$ cat config.mk
export PLATFORM = sky130hd
export DESIGN_NAME = fp4_matmul_sequencer
export DESIGN_NICKNAME = d
export VERILOG_FILES = /design/src/rtl/fp4_matmul_sequencer.sv
export SDC_FILE = /design/constraint.sdc
export NUM_CORES = 1
export LEC_CHECK = 0
export BUFFER_PORTS_ARGS = -buffer_cell sky130_fd_sc_hd__buf_2
export CORE_ASPECT_RATIO = 1.25
export CORE_UTILIZATION = 55
export DETAILED_ROUTE_END_ITERATION = 10
export PLACE_DENSITY = 0.86
export SKIP_CTS_REPAIR_TIMING = 1
export SLEW_MARGIN = 20
export SYNTH_ARGS = -nofsm -noshare
export SYNTH_HDL_FRONTEND = slang
export SYNTH_SLANG_ARGS = --single-unit
$ cat constraint.sdc
create_clock -name clk -period 4.6 [get_ports clk]
set_input_delay 0.23 -clock clk [delete_from_list [all_inputs] [get_ports clk]]
set_output_delay 0.23 -clock clk [all_outputs]
set_load 0.01 [all_outputs]
$ cat src/rtl/fp4_matmul_sequencer.sv
// Tile sequencer for the fp4 x fp4 -> i8 compute-slice array: gathers one operand
// byte per lane, strobes an accumulate per K step, then streams the accumulators out.
module fp4_matmul_sequencer #(
  parameter int COMPUTE_SLICES = 4,
  parameter int K_DEPTH        = 8
) (
  input  logic                                          clk,
  input  logic                                          reset,
  input  logic                                          in_valid,
  input  logic [7:0]                                    in_data,
  output logic                                          in_ready,
  output logic [4*COMPUTE_SLICES-1:0]                   arr_a_data,
  output logic [4*COMPUTE_SLICES-1:0]                   arr_b_data,
  output logic                                          arr_clear,
  output logic                                          arr_acc_en,
  output logic [$clog2(COMPUTE_SLICES*COMPUTE_SLICES)-1:0] arr_out_sel,
  input  logic [7:0]                                    arr_result,
  output logic                                          out_valid,
  output logic [7:0]                                    out_data,
  input  logic                                          out_ready,
  output logic                                          busy,
  output logic                                          tile_done
);

  localparam int S      = COMPUTE_SLICES;
  localparam int LANE_W = $clog2(S);
  localparam int STEP_W = (K_DEPTH > 1) ? $clog2(K_DEPTH) : 1;
  localparam int IDX_W  = $clog2(S * S);

  localparam logic [LANE_W-1:0] LANE_LAST = LANE_W'(S - 1);
  localparam logic [STEP_W-1:0] STEP_LAST = STEP_W'(K_DEPTH - 1);
  localparam logic [IDX_W-1:0]  IDX_LAST  = IDX_W'(S * S - 1);

  typedef enum logic [1:0] {
    ST_CLEAR,
    ST_LOAD,
    ST_MAC,
    ST_DRAIN
  } state_t;

  state_t            r_state;
  state_t            w_state_next;
  logic [LANE_W-1:0] r_lane;
  logic [STEP_W-1:0] r_step;
  logic [IDX_W-1:0]  r_idx;
  logic [4*S-1:0]    r_a;
  logic [4*S-1:0]    r_b;
  logic              w_load_fire;
  logic              w_drain_fire;

  // Strobes are forced low while reset is high, whatever state is still registered.
  always_comb begin
    w_state_next = r_state;
    in_ready     = 1'b0;
    arr_clear    = 1'b0;
    arr_acc_en   = 1'b0;
    out_valid    = 1'b0;
    tile_done    = 1'b0;
    w_load_fire  = 1'b0;
    w_drain_fire = 1'b0;
    if (!reset) begin
      case (r_state)
        ST_CLEAR: begin
          arr_clear    = 1'b1;
          w_state_next = ST_LOAD;
        end
        ST_LOAD: begin
          in_ready    = 1'b1;
          w_load_fire = in_valid;
          if (in_valid && (r_lane == LANE_LAST)) begin
            w_state_next = ST_MAC;
          end
        end
        ST_MAC: begin
          arr_acc_en   = 1'b1;
          w_state_next = (r_step == STEP_LAST) ? ST_DRAIN : ST_LOAD;
        end
        ST_DRAIN: begin
          out_valid    = 1'b1;
          w_drain_fire = out_ready;
          if (out_ready && (r_idx == IDX_LAST)) begin
            tile_done    = 1'b1;
            w_state_next = ST_CLEAR;
          end
        end
        default: w_state_next = ST_CLEAR;
      endcase
    end
  end

  always_ff @(posedge clk) begin
    if (reset) begin
      r_state <= ST_CLEAR;
      r_lane  <= '0;
      r_step  <= '0;
      r_idx   <= '0;
      r_a     <= '0;
      r_b     <= '0;
    end else begin
      r_state <= w_state_next;
      case (r_state)
        ST_CLEAR: begin
          r_lane <= '0;
          r_step <= '0;
          r_idx  <= '0;
        end
        ST_LOAD: begin
          if (w_load_fire) begin
            r_a[4*r_lane +: 4] <= in_data[3:0];
            r_b[4*r_lane +: 4] <= in_data[7:4];
            r_lane <= (r_lane == LANE_LAST) ? '0 : r_lane + LANE_W'(1);
          end
        end
        ST_MAC: begin
          r_step <= (r_step == STEP_LAST) ? '0 : r_step + STEP_W'(1);
        end
        ST_DRAIN: begin
          if (w_drain_fire) begin
            r_idx <= (r_idx == IDX_LAST) ? '0 : r_idx + IDX_W'(1);
          end
        end
        default: ;
      endcase
    end
  end

  assign arr_a_data  = r_a;
  assign arr_b_data  = r_b;
  assign arr_out_sel = r_idx;
  assign out_data    = arr_result;
  assign busy        = (r_state != ST_CLEAR);

endmodule
==> metrics.md <==
| Metric | Value |
|---|---|
| Status | `complete, no violations` |
| Min cycle time layout | `2.142 ns` |
| Post-placement cell count | `334` |
| Setup CP Type | `flip-flop to flip-flop` |
| Post-route insts no fill | `342` |
| Layout Area Growth over Synthesis | `9.477%` |
| Initial DRC count | `100` |
| GR Util met2 | `39.26%` |
| Vias per inst | `5.661` |
| Worst-Margin Slew | `0.7612 ns` |
| Clk_skew | `0.009543 ns` |
| Flop pwr share | `56.9%` |
| Layout Utilization | `64.84%` |
| P_int | `0.0005008 W` |
| Top cells by area, synth | `dfxtp_1, nand4_1, nand2b_1, o21ai_2, ha_1` |
| Post-synth top area cell | `dfxtp_1` |
| Clock Tree Root | `clkbuf_8` |
| Buffer depth of the longest clock path | `2` |
| Synthesized Nets | `286` |
| H-tree levels | `2` |
| Clock latency on the worst-skew pair | `0.30 ns` |
| Final setup fails | `0` |
| Ratio of final minimum period to clock period | `46.56%` |
| GR peak layer | `met2` |
| Reg area | `860.8 um2` |
| Max Cap Viol | `0` |
| Initial core utilization | `59.23%` |
| Multi-input gate area | `1206 um2` |
| Setup crit start | `r_state[0]` |
| Final Power | `0.0006665 W` |
| Max stage delay cell, worst path | `dfxtp_1` |
| Initial antenna violation count | `0` |
| Post-synthesis sequential area ratio | `37.47%` |
| Synth Flop Type | `dfxtp_1` |
| Synth top area share | `37.47%` |
| CTS tree | `built` |
| Die Y | `74.26 um` |
| RSZ-0062 raised after global routing | `false` |
| Vias in the first global route | `1762` |
| Buf+Inv Stages, Crit Path | `1` |
| Final hold violation count | `0` |
| DRT Pass-1 Iters | `4` |
| Residual DRC | `0` |
| Site Rows | `25` |
| Wire per inst | `14.20 um` |
| Number of synthesized register bits | `43` |
| Crit path arrival time | `2.31 ns` |
| GR Layer Usage met3 | `5.217%` |
| RR Startpoint | `r_state[0]` |
| Routability cong. | `0.8237` |
| Total GRT Usage | `23.57%` |
| Largest net degree at the start of global routing | `58` |
| Port bufs | `53` |
| Die area | `4441 um2` |
| Share of post-route cells with drive strength above 1 | `27.78%` |
| Crit end category | `flip-flop` |
| Mean post-synth cell area | `8.904 um2` |
| Async SR Flop Fraction | `0%` |
| Fmax | `466.9 MHz` |
| Setup_tns | `0 ns` |
| Number of synthesized flops with an enable pin | `0` |
| Largest stage delay on the critical path | `0.68 ns` |
| Hpwl dp | `3379 um` |
| Leak | `1.049 nW` |
| Pwr dens | `265.0 nW/um2` |
| Max-slew violation count | `0` |
| Worst IR Drop VDD | `0.1562 mV` |
| Netlist cell types | `38` |
| Worst Hold Class | `input port to flip-flop` |
| Comb pwr share | `7.9%` |
| Die X | `59.81 um` |
| Max FO, Critical Path | `36` |
| Post-synthesis cell count | `258` |
| NetSw | `0.0001657 W` |
| GR Util met1 | `28.28%` |
| FILL cells | `349` |
| Yosys warnings | `0` |
| Clock power share | `35.1%` |
| Worst path top cell family by delay | `simple AND/OR/NAND/NOR gates` |
| Commonest cells post-synth | `dfxtp_1, nand4_1, nand2b_1` |
| Overflow after GRT | `0` |
| Most common cell in the synthesized netlist | `dfxtp_1` |
| Routed vias | `1936` |
| Core Area | `3879 um2` |
| Worst hold start | `in_data[7]` |
| Worst slew margin | `49.25%` |
| Post-Route WL | `4856 um` |
| Critical path required time | `4.76 ns` |
| Crit-path cells | `and4bb_1 -> buf_4 -> and2_0 -> o21ai_2` |
| Worst-path clk slew | `0.08 ns` |
| I/O Pins | `70` |
| Nets | `315` |
| Switching share of power | `24.86%` |
| Post-route ant nets | `0` |
| First-pass GRT wire length | `7900 um` |
| Area of the mapped netlist | `2297 um2` |
| Clk sinks | `43` |
| Critical path launch point type | `flip-flop` |
| TritonCTS Buffers | `5` |
| # diodes | `0` |
routing by layer:
layer	share of wire [%]	wire, um	up-vias
li1	-	-	971
met1	44	2134	888
met2	49	2374	64
met3	4.8	231	13
met4	2.4	115	0
met5	0	0	-
final timing paths:
path | end | cells past startpoint | slack (ns)
worst max-delay path | arr_a_data[3] | 4 | 2.46
worst min-delay path | arr_b_data[11] | 3 | 0.21
worst max register to register | arr_a_data[3] | 4 | 2.46
worst min register to register | arr_a_data[9] | 2 | 0.47
placed cells by master (no fill, tap or decap), drive strengths merged, types with 8 or more instances in the layout:
cell type / Yosys / layout
nand2b: 32 / 32
ha: 8 / 8
dfxtp: 43 / 43
buf: 26 / 54
a21oi: 9 / 9
o21ai: 38 / 38
nor2b: 11 / 11
nand4: 34 / 34
through the flow:
step                      instance area, um2  setup WS, ns  hold WS [ns]
after CTS                               2509         2.239        0.2041
after global routing                    2515         2.246        0.2313
after floorplan                         2297         2.939        0.3732
after detailed placement                2424         2.234        0.4531
final                                   2515         2.458        0.2088
after global placement                  2424         2.363        0.4519
cell families (layout without fill, tap and decap cells):
| logic type | after synthesis | in the layout | share of synthesized area [%] |
|---|---|---|---|
| AO/OA/AOI/OAI | 52 | 52 | 14.65 |
| adder cells (fa/ha/maj) | 8 | 8 | 4.357 |
| AND/OR/NAND/NOR | 116 | 116 | 32.79 |
| flip-flops | 43 | 43 | 37.47 |
| multiplexers | 1 | 1 | 0.4357 |
| buffers and inverters | 38 | 68 | 10.29 |
worst register-to-register path: cells and delay by family (launching register included):
kind                   cells  cell delay [ns]
buffers and inverters      1             0.32
AOI/OAI and AO/OA          1             0.14
and+or+nand+nor            2             0.88
DFF                        1             0.68
registers in the layout, summed over array words and instances (netlist names):
register / count
arr_a_data: 16
arr_b_data: 16
arr_out_sel: 4
r_step: 3
r_lane: 2
r_state: 2
power groups by stage:
| stage | Clock [W] | Sequential [W] | Combinational, W |
|---|---|---|---|
| 2_1_floorplan | 0 | 0.000386 | 0.0000480 |
| 3_3_place_gp | 0 | 0.000388 | 0.0000510 |
| 3_5_place_dp | 0 | 0.000388 | 0.0000513 |
| 4_1_cts | 0.000237 | 0.000379 | 0.0000516 |
| 5_1_grt | 0.000254 | 0.000380 | 0.0000575 |
| 6_report | 0.000234 | 0.000379 | 0.0000528 |
cell type report:
cell class                 count  area share, %
tap                           54          2.687
multi-input combinational    177          47.96
timing repair buffer          54          10.85
sequential                    43          34.23
inverter                       6         0.8955
clock inverter                 2         0.4975
clock buffer                   6          2.886
No activity file was read; power rests on OpenSTA's default activity.
